## config.mk

```make
export PLATFORM = sky130hd
export DESIGN_NAME = cache_bus_arbiter
export DESIGN_NICKNAME = d
export VERILOG_FILES = /design/src/rtl/cache_bus_arbiter_pkg.sv /design/src/rtl/cache_bus_arbiter_bus_addr_decode.sv /design/src/rtl/cache_bus_arbiter.sv
export SDC_FILE = /design/constraint.sdc
export NUM_CORES = 1
export LEC_CHECK = 0
export ABC_AREA = 1
export CAP_MARGIN = 20
export CELL_PAD_IN_SITES_DETAIL_PLACEMENT = 1
export CELL_PAD_IN_SITES_GLOBAL_PLACEMENT = 2
export CORE_ASPECT_RATIO = 1.2
export CORE_MARGIN = 2
export CORE_UTILIZATION = 19
export DETAILED_ROUTE_END_ITERATION = 10
export PLACE_DENSITY = 0.87
export SYNTH_ARGS = -nofsm -noshare
export SYNTH_HDL_FRONTEND = slang
export SYNTH_SLANG_ARGS = --single-unit
```

## constraint.sdc

```tcl
create_clock -name CLOCK_50 -period 2.4 [get_ports CLOCK_50]
set_input_delay 0.48 -clock CLOCK_50 [delete_from_list [all_inputs] [get_ports CLOCK_50]]
set_output_delay 0.48 -clock CLOCK_50 [all_outputs]
set_load 0.02 [all_outputs]
```

## src/rtl/cache_bus_arbiter_pkg.sv

```systemverilog
// Shared types and constants for the cache bus arbiter.
//   state_e  : arbiter sequencing states (IDLE=0, ISSUE=1, RESP=2)
//   region_e : data-port address map classes
//   DEF_*    : default Cache index width and MMIO register byte addresses
package cache_bus_arbiter_pkg;

    localparam int unsigned DEF_IDX_W    = 11;
    localparam logic [63:0] DEF_ART_BASE = 64'h0000_0000_2000_0000;
    localparam logic [63:0] DEF_KEY_BASE = 64'h0000_0000_2000_0004;

    typedef enum logic [1:0] {
        StIdle  = 2'd0,
        StIssue = 2'd1,
        StResp  = 2'd2
    } state_e;

    typedef enum logic [1:0] {
        RegCache    = 2'd0,
        RegUart     = 2'd1,
        RegKey      = 2'd2,
        RegUnmapped = 2'd3
    } region_e;

endpackage

```

## src/rtl/cache_bus_arbiter_bus_addr_decode.sv

```systemverilog
// Combinational data-port address decoder.
//   addr      : 64-bit byte address
//   region    : UART > keyboard > Cache > unmapped, in that priority
//   cache_hit : raw Cache range test, used alone by the fetch port
//   idx       : Cache word index, addr[1:0] dropped
module cache_bus_arbiter_bus_addr_decode
    import cache_bus_arbiter_pkg::*;
#(
    parameter int unsigned IDX_W    = DEF_IDX_W,
    parameter logic [63:0] ART_BASE = DEF_ART_BASE,
    parameter logic [63:0] KEY_BASE = DEF_KEY_BASE
) (
    input  logic [63:0]      addr,
    output region_e          region,
    output logic             cache_hit,
    output logic [IDX_W-1:0] idx
);

    localparam logic [63:0] CACHE_LIMIT = 64'd1 << (IDX_W + 2);

    always_comb begin
        cache_hit = addr < CACHE_LIMIT;
        idx       = addr[IDX_W+1:2];
        if (addr == ART_BASE) begin
            region = RegUart;
        end else if (addr == KEY_BASE) begin
            region = RegKey;
        end else if (cache_hit) begin
            region = RegCache;
        end else begin
            region = RegUnmapped;
        end
    end

endmodule

```

## src/rtl/cache_bus_arbiter.sv

```systemverilog
// Single-port Cache BRAM arbiter shared by the instruction-fetch and data ports,
// with JTAG UART (write strobe) and PS/2 keyboard (read) decoding on the data port.
//   CLOCK_50, KEY0        : clock, async active-low reset
//   if_*                  : fetch port (req/addr in, gnt/rvalid/rdata out)
//   d_*                   : data port (req/we/addr/wdata in, gnt/rvalid/rdata out)
//   mem_*                 : BRAM port, read data one cycle after mem_en
//   uart_write_n/_wdata   : UART write strobe and data
//   key_code/key_ack      : keyboard code in, read acknowledge out
//   bus_err               : pulse on an unmapped access
module cache_bus_arbiter
    import cache_bus_arbiter_pkg::*;
#(
    parameter int unsigned IDX_W    = DEF_IDX_W,
    parameter logic [63:0] ART_BASE = DEF_ART_BASE,
    parameter logic [63:0] KEY_BASE = DEF_KEY_BASE
) (
    input  logic             CLOCK_50,
    input  logic             KEY0,
    input  logic             if_req,
    input  logic [63:0]      if_addr,
    output logic             if_gnt,
    output logic             if_rvalid,
    output logic [31:0]      if_rdata,
    input  logic             d_req,
    input  logic             d_we,
    input  logic [63:0]      d_addr,
    input  logic [63:0]      d_wdata,
    output logic             d_gnt,
    output logic             d_rvalid,
    output logic [63:0]      d_rdata,
    output logic             mem_en,
    output logic             mem_we,
    output logic [IDX_W-1:0] mem_addr,
    output logic [31:0]      mem_wdata,
    input  logic [31:0]      mem_rdata,
    output logic             uart_write_n,
    output logic [31:0]      uart_wdata,
    input  logic [7:0]       key_code,
    output logic             key_ack,
    output logic             bus_err
);

    state_e      state_q, state_d;
    logic        sel_d_q, sel_d_d;     // 1: data port owns the transaction
    logic        we_q, we_d;
    logic [63:0] addr_q, addr_d;
    logic [31:0] wdata_q, wdata_d;
    logic        last_d_q, last_d_d;   // 1: data port was served last
    logic        d_block_q, d_block_d;

    logic             d_elig, pick_d;
    region_e          region, eff_region;
    logic             cache_hit;
    logic [IDX_W-1:0] idx;
    logic             issue, resp;
    logic [31:0]      rd_word;

    logic unused_wdata_hi;
    assign unused_wdata_hi = ^d_wdata[63:32];

    cache_bus_arbiter_bus_addr_decode #(
        .IDX_W    (IDX_W),
        .ART_BASE (ART_BASE),
        .KEY_BASE (KEY_BASE)
    ) u_bus_addr_decode (
        .addr      (addr_q),
        .region    (region),
        .cache_hit (cache_hit),
        .idx       (idx)
    );

    always_ff @(posedge CLOCK_50 or negedge KEY0) begin
        if (!KEY0) begin
            state_q   <= StIdle;
            sel_d_q   <= 1'b0;
            we_q      <= 1'b0;
            addr_q    <= '0;
            wdata_q   <= '0;
            last_d_q  <= 1'b1;
            d_block_q <= 1'b0;
        end else begin
            state_q   <= state_d;
            sel_d_q   <= sel_d_d;
            we_q      <= we_d;
            addr_q    <= addr_d;
            wdata_q   <= wdata_d;
            last_d_q  <= last_d_d;
            d_block_q <= d_block_d;
        end
    end

    // A data write is not re-accepted while its d_req stays high after the
    // grant, so a held request cannot repeat an MMIO side effect. Reads (and
    // fetches) re-arm immediately so held requests stream.
    assign d_elig = d_req && !d_block_q;
    assign pick_d = d_elig && (!if_req || !last_d_q);

    always_comb begin
        state_d   = state_q;
        sel_d_d   = sel_d_q;
        we_d      = we_q;
        addr_d    = addr_q;
        wdata_d   = wdata_q;
        last_d_d  = last_d_q;
        d_block_d = d_block_q && d_req;
        unique case (state_q)
            StIdle: begin
                if (if_req || d_elig) begin
                    sel_d_d  = pick_d;
                    we_d     = pick_d && d_we;
                    addr_d   = pick_d ? d_addr : if_addr;
                    wdata_d  = d_wdata[31:0];
                    last_d_d = pick_d;
                    state_d  = StIssue;
                    if (pick_d && d_we) begin
                        d_block_d = 1'b1;
                    end
                end
            end
            StIssue: state_d = we_q ? StIdle : StResp;
            StResp:  state_d = StIdle;
            default: state_d = StIdle;
        endcase
    end

    always_comb begin
        issue = (state_q == StIssue);
        resp  = (state_q == StResp);

        // The fetch port only sees the Cache; MMIO addresses are unmapped for it.
        if (sel_d_q) begin
            eff_region = region;
        end else begin
            eff_region = cache_hit ? RegCache : RegUnmapped;
        end

        if_gnt       = issue && !sel_d_q;
        d_gnt        = issue && sel_d_q;
        mem_en       = issue && (eff_region == RegCache);
        mem_we       = mem_en && we_q;
        mem_addr     = mem_en ? idx : '0;
        mem_wdata    = mem_we ? wdata_q : '0;
        uart_write_n = !(issue && (eff_region == RegUart) && we_q);
        uart_wdata   = uart_write_n ? '0 : wdata_q;
        key_ack      = issue && (eff_region == RegKey) && !we_q;
        bus_err      = issue && (eff_region == RegUnmapped);

        unique case (eff_region)
            RegCache: rd_word = mem_rdata;
            RegKey:   rd_word = {24'd0, key_code};
            default:  rd_word = '0;
        endcase

        if_rvalid = resp && !sel_d_q;
        d_rvalid  = resp && sel_d_q;
        if_rdata  = if_rvalid ? rd_word : '0;
        d_rdata   = d_rvalid ? {32'd0, rd_word} : '0;
    end

endmodule

```

# Yosys cells after proc, flatten, opt, wreduce, memory -nomap -nowiden
# Cells that the tools add are included.
[word_totals]
ff_bits = 102
latchBits = 0
mem_bits_rw = 0
rom_bits = 0
output_inout_bits = 180
wordCells = 59
memories = 0
[classes]
add_sub_neg = 0
n_mul = 0
div_mod_pow = 0
order_cmp = 1
n_eq_ne = 8
n_shift = 0
n_mux = 17
n_bitwise = 0
n_reduce_logical = 26
[op_table]
columns = ["cell", "count"]
rows = [
  ["64-bit by 30-bit equality test with 1-bit output (second input constant)", 2],
  ["32-bit two-way mux", 4],
  ["64-bit by 14-bit less-than comparator with 1-bit output (second input constant)", 1],
  ["64-bit two-way mux", 1],
  ["32-bit case mux with 2 select lines", 1],
  ["1-bit logical AND", 15],
  ["2-bit two-way mux", 6],
  ["11-bit two-way mux", 1],
  ["2-bit equality test (second input constant)", 3],
  ["1-bit logical NOT", 6],
  ["2-bit by 1-bit equality test with 1-bit output (second input constant)", 2],
  ["2-bit logical NOT", 2],
  ["2-bit case mux with 2 select lines", 1],
  ["1-bit two-way mux", 3],
  ["1-bit logical OR", 2],
  ["2-bit inequality test (second input constant)", 1],
  ["2-bit AND reduction", 1],
]

# Longest topological paths before layout
# Gate-level depths: netlist (run 1).
[logic_depth]
ltp_word = 9
depth_mapped = 12
mapped_depth_nobuf = 11

# Cells and area by module
# A second synthesis (run 1) with hierarchy kept.
[hier_totals]
hier_cells = 1005
area_unflattened_um2 = 6760.2
[by_module_without_submodules]
columns = ["mod", "instances", "cells_each", "area_each_um2"]
rows = [
  ["cache_bus_arbiter", 1, 914, 6362.4],
  ["cache_bus_arbiter_bus_addr_decode", 1, 91, 397.9],
]

# Worst setup path after synthesis (run 1)
# No wires, ideal clock.
[synth_timing]
path_type = "register to output"
startpoint = "register sel_d_q"
endpoint = "output d_rdata[10]"
arrival_time_ps = 2001
t_required_ps = 1920
setup_slack_ps = -81
stages_incl_launch_ff = 6
n_path_buf = 1
cell_sequence = "dfrtp_1 > inv_1 > nor3_1 > inv_1 > buf_1 > nor3_1"
[synth_lines]
columns = ["element", "line", "source"]
rows = [
  ["start, declared", "cache_bus_arbiter.sv:44", "logic sel_d_q, sel_d_d;"],
  ["start signal, assigned", "cache_bus_arbiter.sv:83", "sel_d_q <= sel_d_d;"],
  ["1-bit logical AND", "cache_bus_arbiter.sv:155", "d_rvalid = resp && sel_d_q;"],
  ["via d_rvalid", "cache_bus_arbiter.sv:29", "output logic d_rvalid,"],
  ["32-bit two-way mux", "cache_bus_arbiter.sv:157", "d_rdata = d_rvalid ? {32'd0, rd_word} : '0;"],
  ["end, declared", "cache_bus_arbiter.sv:30", "output logic [63:0] d_rdata,"],
]
# The timed path passes the listed nets, and every way through them passes these cells.

# Worst setup path after layout (run 1)
[layout_timing]
startpoint = "register addr_q[55]"
endpoint = "output d_rdata[29]"
[layout_via]
elab_chain_len = 8
[layout_lines]
columns = ["element", "line", "source"]
rows = [
  ["start, declared", "cache_bus_arbiter.sv:46", "logic [63:0] addr_q, addr_d;"],
  ["start signal, assigned", "cache_bus_arbiter.sv:85", "addr_q <= addr_d;"],
  ["64-bit by 14-bit less-than comparator with 1-bit output", "cache_bus_arbiter_bus_addr_decode.sv:22", "cache_hit = addr < CACHE_LIMIT;"],
  ["2-bit two-way mux", "cache_bus_arbiter_bus_addr_decode.sv:28, cache_bus_arbiter.sv:134", ""],
  ["2-bit two-way mux", "cache_bus_arbiter_bus_addr_decode.sv:26", "end else if (addr == KEY_BASE) begin"],
  ["2-bit two-way mux", "cache_bus_arbiter_bus_addr_decode.sv:24", "if (addr == ART_BASE) begin"],
  ["2-bit two-way mux (*)", "cache_bus_arbiter.sv:131", "if (sel_d_q) begin"],
  ["2-bit equality test or 2-bit logical NOT (tied branches)", "cache_bus_arbiter.sv:148", "unique case (eff_region)"],
  ["32-bit case mux with 2 select lines (*)", "cache_bus_arbiter.sv:148", ""],
  ["32-bit two-way mux (*)", "cache_bus_arbiter.sv:157", ""],
]
# Every way passes the cells marked *; elsewhere a longest branch is shown, timed or not.

==> run metrics, run 1 <==
Synth Register Bits=a little over 100; worst skew pair latency=between 300 and 400 ps; critical path arrival=2300 ps; CTS tree=done; Area Overhead vs Synth=90.80%; Via-to-Cell Ratio=4.503; final wirelength=between 30000 and 40000 um; GPL Wtd Cong=about 0.83; vias in the first global route=about 8200; Final Skew=around 7.4 ps; Top Ports=about 420; DRT iter0 DRCs=about 260; hpwl dp=~22000 um; Achievable Freq=between 300 and 400 MHz; power density over the cells=about 740 nW/um^2; Worst Setup Slack, final=-383.1 ps; CP startpoint kind=flop; # setup viols final=between 100 and 150; first-pass GRT wire length=between 40000 and 50000 um; Int Pwr=0.005284 W; total of max-cap violations=0; RSZ-0062 raised after global routing=true; Core ar.=between 30000 and 40000 sq um; DRT Pass-1 Iters=4; combinational fraction of design power=just over 50%; VDD IR-drop max=about 0.37 mV; static leakage=roughly 5.3 nW; DRC=0; fraction of layout cells with a size suffix above 1=a little over a third; cell count after placement=~1700; Via Count=around 7800; net switching power=0.003985 W; DIE HEIGHT=a little over 200 um; largest net degree at the start of global routing=67; num rows=74; Post-Synthesis Cells=~870; root buffer cell=clkbuf_16; M1 WL=about 12000 um; highest metal layer with signal wires=met4; ranking of synthesized cells by area=dfrtp_1 (38%), a21oi_1 (7.8%), nand4_1 (6.5%); syn_area_per_cell=~7.6 sq um; pre-CTS setup slack=-534.2 ps; warnings from Yosys=0; Layout Cells excl Fill=1726; Sw Ratio=a little over two fifths; grt ovf=0; CP required=around 1900 ps; H-tree depth=3; Synth Cell Area=6569 sq um; worst rel slew slack=between 60% and 70%; Total GRT Usage=roughly 16%; clk sinks=a little over 100; status=finished with violations; min cycle time layout=2783 ps; leading area contributor after synthesis=dfrtp_1; Seq pwr share=between 30% and 40%; die area=36080 sq um; post-synthesis sequential area ratio=between 30 and 40%; Final Util=about 37%; period utilization=116.0%; routed wl met3=~1700 um; IO Port Bufs=between 300 and 400; top cell type's share of synthesized area=between 30% and 40%; Pwr Total=around 0.0093 W; nets=1500; clock network fraction of total power=roughly 17%; Setup TNS=-39250 ps; clock-pin slew of the registers on the worst-case setup and hold paths=roughly 70 ps; CTS Buf Count=9; Horiz. Die Dim=173.7 um; Unique masters post-synth=29; initial core utilization=between 10% and 20%; Hold Crit Class=primary input to asynchronous set/reset pin; max-slew violations=0; Final ANT Viol Nets=0; Worst setup EP type=primary output; WL/cell=approximately 18 um; crit-path max FO=24; antenna violations before repair=2; WS Path Type=flop to primary output; Max clock buf depth=2; failing checks=negative setup slack; final hold vios=0; wire length on met2=roughly 17000 um; Slew @ Worst Pin=511.0 ps
-- per-layer routing --
layer | vias up | track usage (%)
li1 | 3593 | -
met1 | 3809 | 18.30
met2 | 309 | 30.38
met3 | 61 | 3.242
met4 | 0 | 7.070
met5 | - | 0
-- state kept, by name (all words and copies together) (netlist names) --
register	cells
sel_d_q	1
last_d_q	1
addr_q	64
d_block_q	1
wdata_q	32
state_q	2
we_q	1
-- cell usage after synthesis --
cell      number
inv_1        112
nor2_1       106
a21oi_1      102
dfrtp_1      101
nand2_1       83
nand4_1       68
clkbuf_1      52
a22oi_1       43
o21ai_0       35
buf_4         32
nor3_1        32
nor2_4        29
nor3_2        20
nand3_1       15
buf_2          7
inv_2          6
buf_6          5
nor2_2         5
buf_1          2
nor2_8         2
a21oi_2        1
and3_1         1
conb_1         1
dfstp_2        1
inv_4          1
nand2_2        1
nand2_4        1
nand3b_2       1
nor3b_1        1
-- power groups by stage --
stage | Sequential (W) | Combinational (W) | Clock [W]
final | 0.00296 | 0.00472 | 0.00159
after global routing | 0.00306 | 0.00529 | 0.00172
after CTS | 0.00295 | 0.00456 | 0.00167
after detailed placement | 0.00296 | 0.00442 | 0
after global placement | 0.00291 | 0.00428 | 0
after floorplan | 0.00285 | 0.00254 | 0
-- cell usage in the layout, fill, tap and decap left out, types with 2 or more instances in the layout --
cell type,n
clkinv_4,2
inv_2,9
nand2_1,76
nand4_1,68
nand3_1,5
dlygate4sd2_1,2
buf_12,12
buf_16,5
nor2_2,16
a22oi_1,43
a21oi_2,14
nor2_1,46
buf_6,104
inv_8,2
buf_4,113
nor2_8,2
a21oi_1,86
nand2_2,7
clkbuf_8,2
buf_8,6
nand3_2,5
o21ai_0,35
nor2_4,78
inv_1,107
conb_1,32
nand3_4,5
clkdlybuf4s50_1,204
dfrtp_1,100
nor3_4,7
diode_2,2
nor3_2,45
a21oi_4,3
clkbuf_16,13
-- cell type report --
class | instances | area, sq um
Fill cell | 4024 | 21540
Inverter | 119 | 462.9
Antenna cell | 2 | 5.005
Multi-Input combinational cell | 578 | 3959
Sequential cell | 102 | 2555
Clock inverter | 4 | 55.05
Clock buffer | 12 | 256.5
Timing Repair Buffer | 453 | 4669
Tap cell | 456 | 570.5
-- path summary, 6_finish.rpt --
path	from	to	slack, ps	depth (start not counted)
max	addr_q[55]	d_rdata[29]	-380	12
min	KEY0	wdata_q[9]	480	2
max reg2reg	state_q[0]	addr_q[32]	810	7
min reg2reg	last_d_q	last_d_q	480	2
max in group asynchronous	KEY0	sel_d_q	1210	3
min in group CLOCK_50	last_d_q	last_d_q	480	2
-- metrics by stage --
step	hold WS [ps]	cell area [sq um]
after floorplan	184.4	6685
after global placement	288.2	10960
after detailed placement	288.3	10960
after CTS	454.3	11670
after global routing	471.9	12530
final	475.1	12530
-- worst max-delay path, stage by stage (launching register included) --
cell	delay, ps
dfrtp_1	400
nor2_1	100
nand2_1	110
nor2_4	180
inv_2	60
nor2_4	100
nand2_4	90
nor2_8	130
inv_8	50
buf_4	160
clkbuf_16	210
nor3_2	170
buf_4	180
-- logic make-up after synthesis --
group           after synthesis  synth area share, %
flops                       102                38.88
buf+inv                     217                14.97
other cells                   1              0.05709
simple gates                365                30.61
compound gates              181                15.49
-- repair_timing --
action	4_1_cts	5_1_grt
hold endpoints to repair	2	0
pin swaps	6	17
endpoints found under the setup margin	148	144
setup buffers	10	7
hold buffers	1	0
gates resized for setup	743	319
gates cloned	4	4
No activity file was read; power rests on OpenSTA's default activity.
==> run 2, diff against run 1 <==
--- a/config.mk
+++ b/config.mk
@@ -11,9 +11,9 @@
 export CELL_PAD_IN_SITES_GLOBAL_PLACEMENT = 2
 export CORE_ASPECT_RATIO = 1.2
 export CORE_MARGIN = 2
-export CORE_UTILIZATION = 19
+export CORE_UTILIZATION = 20
 export DETAILED_ROUTE_END_ITERATION = 10
-export PLACE_DENSITY = 0.87
+export PLACE_DENSITY = 0.91
 export SYNTH_ARGS = -nofsm -noshare
 export SYNTH_HDL_FRONTEND = slang
 export SYNTH_SLANG_ARGS = --single-unit
==> constraint.sdc (replaced) <==
create_clock -name CLOCK_50 -period 3.3 [get_ports CLOCK_50]
set_input_delay 0.66 -clock CLOCK_50 [delete_from_list [all_inputs] [get_ports CLOCK_50]]
set_output_delay 0.66 -clock CLOCK_50 [all_outputs]
set_load 0.02 [all_outputs]
==> run metrics, run 2 (synthesis results as in run 1) <==
Hold Crit Class=primary input to asynchronous set/reset pin (unchanged); Area Overhead vs Synth=61.28% (was 90.80%); max reg flops=64 (unchanged); H-tree depth=3 (unchanged); reg-to-reg startpoint=state_q[0] (unchanged); CP delay by family, top=simple AND/OR/NAND/NOR gates (unchanged); period utilization=between 90 and 100%; CTS resizes=130 (was 743); commonest non-fill, non-tap cell in the layout=clkdlybuf4s50_1 (unchanged); DRC=0 (unchanged); nets=1422 (was 1500); worst skew pair latency=350 ps (about the same); num rows=72 (was 74); Worst setup EP type=primary output (unchanged); crit-path max FO=8 (was 24); CTS tree=done (unchanged); IO Port Bufs=352 (unchanged); Core ar.=32340 sq um (was 34070 sq um); Pwr Total=0.006009 W (was 0.009269 W); VDD IR-drop max=0.2752 mV (was 0.3681 mV); Final Skew=6.335 ps (was 7.383 ps); total of max-cap violations=0 (unchanged); Via Count=7184 (was 7772); status=complete, no violations (was finished with violations); clk sinks=102 (unchanged); worst reg2reg path endpoint=we_q (was addr_q[32]); highest metal layer with signal wires=met5 (was met4); grt ovf=0 (unchanged); Horiz. Die Dim=169.4 um (was 173.7 um); DRT Pass-1 Iters=4 (unchanged); DIE HEIGHT=202.5 um (was 207.7 um); fillcell total=3928 (was 4024); flop-to-flop setup slack=1260 ps (was 810 ps); DRT iter0 DRCs=277 (was 258); Total GRT Usage=15.26% (was 16.49%); hpwl dp=20480 um (was 21750 um); min cycle time layout=~3100 ps; clock-pin slew of the registers on the worst-case setup and hold paths=70 ps (about the same); Final ANT Viol Nets=0 (unchanged); initial core utilization=20.31% (was 19.28%); # setup viols final=0 (was 144); Achievable Freq=~320 MHz; RSZ-0062 raised after global routing=false (was true); largest net degree at the start of global routing=103 (was 67); registers with the most flip-flops=addr_q: 64 flops, wdata_q: 32 flops, state_q: 2 flops (unchanged); r2r worst-path depth=6 (was 7); GPL Wtd Cong=0.7773 (was 0.8286); Max clock buf depth=2 (unchanged); max-slew violations=0 (unchanged); antenna violations before repair=2 (unchanged); power density over the cells=567.2 nW/um^2 (was 739.5 nW/um^2); root buffer cell=clkbuf_16 (unchanged); M1 WL=10650 um (was 11690 um); slowest stage delay, CP=380 ps (was 400 ps); static leakage=5.084 nW (was 5.323 nW); worst rel slew slack=42.31% (was 65.93%); Via-to-Cell Ratio=4.496 (was 4.503); vias in the first global route=7317 (was 8207); Top reg by flops=addr_q (unchanged); final wirelength=27150 um (was 31680 um); CTS Buf Count=9 (unchanged); setup repair bufs after CTS=0 (was 10); WL/cell=16.99 um (was 18.36 um); routed wl met3=1655 um (was 1692 um); wire length on met2=14310 um (was 17000 um); Setup TNS=0 ps (was -39250 ps); die area=34320 sq um (was 36080 sq um); CP startpoint kind=flop (unchanged); final hold vios=0 (unchanged); first-pass GRT wire length=41040 um (was 46990 um); Slew @ Worst Pin=865.4 ps (was 511.0 ps); number of buffers and inverters on the critical path=4 (was 5); most frequent cells in the layout=clkdlybuf4s50_1 (208), inv_1 (111), nor2_1 (103) (was clkdlybuf4s50_1 (204), buf_4 (113), inv_1 (107)); crit path max-delay cell type=dfrtp_1 (unchanged); fraction of layout cells with a size suffix above 1=12.27% (was 36.44%); hold_buf cts=0 (was 1); CP required=2640 ps (was 1920 ps); critical path arrival=2460 ps (was 2300 ps); Final Cell Area=10590 sq um (was 12530 sq um); CP cell instances=nor2_1 -> nand2_1 -> nor2_2 -> inv_1 -> nor2_2 -> nand2_2 -> nor2_8 -> inv_4 -> nor2_8 -> nand2_4 -> buf_12 -> nor2_4 -> dlygate4sd2_1 (was nor2_1 -> nand2_1 -> nor2_4 -> inv_2 -> nor2_4 -> nand2_4 -> nor2_8 -> inv_8 -> buf_4 -> clkbuf_16 -> nor3_2 -> buf_4); WS Path Type=flop to primary output (unchanged); DP Area=10450 sq um (was 10960 sq um); Top Ports=417 (unchanged)
-- run 2: worst max path at each step --
stage                     cells after the start       start             to
after detailed placement                     12  addr_q[61]        bus_err
after global placement                       12  addr_q[61]        bus_err
after floorplan                               5     sel_d_q    d_rdata[10]
final                                        13  addr_q[55]  mem_wdata[30]
after CTS                                     4     sel_d_q   if_rdata[29]
after global routing                         13  addr_q[55]  mem_wdata[30]
-- run 2: stage by stage --
stage               worst slack (ps)  util (%)  hold WS, ps  instances
finish                         177.0     32.76        333.9       1598
global route                  0.5678     32.76        402.8       1598
detailed placement             13.82     32.30        467.7       1580
CTS                           -67.30     32.82        399.5       1596
floorplan                      638.6         -        364.4        897
global placement              -30.75     32.30        468.7       1580
-- run 2: per-layer routing --
| layer | GRT usage, % | vias up |
|---|---|---|
| li1 | - | 3439 |
| met1 | 17.02 | 3459 |
| met2 | 28.67 | 255 |
| met3 | 3.197 | 29 |
| met4 | 4.884 | 2 |
| met5 | 0 | - |
-- run 2: final cells by class --
type | count | area, sq um | share of cell area, %
repair buffers | 375 | 3586 | 33.85
clock buffers | 12 | 256.5 | 2.421
multi-input cells | 578 | 3181 | 30.02
inverters | 119 | 450.4 | 4.252
diodes | 1 | 2.502 | 0.02362
clock inverters | 4 | 55.05 | 0.5197
well taps | 407 | 509.2 | 4.807
flip-flops and latches | 102 | 2554 | 24.11
-- run 2: power breakdown --
part | total [W] | switching (W) | internal [W]
Sequential | 0.00213 | 0.000252 | 0.00188
Combinational | 0.00274 | 0.00178 | 0.000953
Clock | 0.00114 | 0.000508 | 0.000634
Total | 0.00601 | 0.00254 | 0.00347
-- run 2: worst reg2reg max path, stage by stage (launching register included) --
cell     delay (ps)
dfrtp_1         410
nor2_1          110
inv_1            80
nor2_4          120
buf_4           630
nand4_1         340
o21ai_0         260
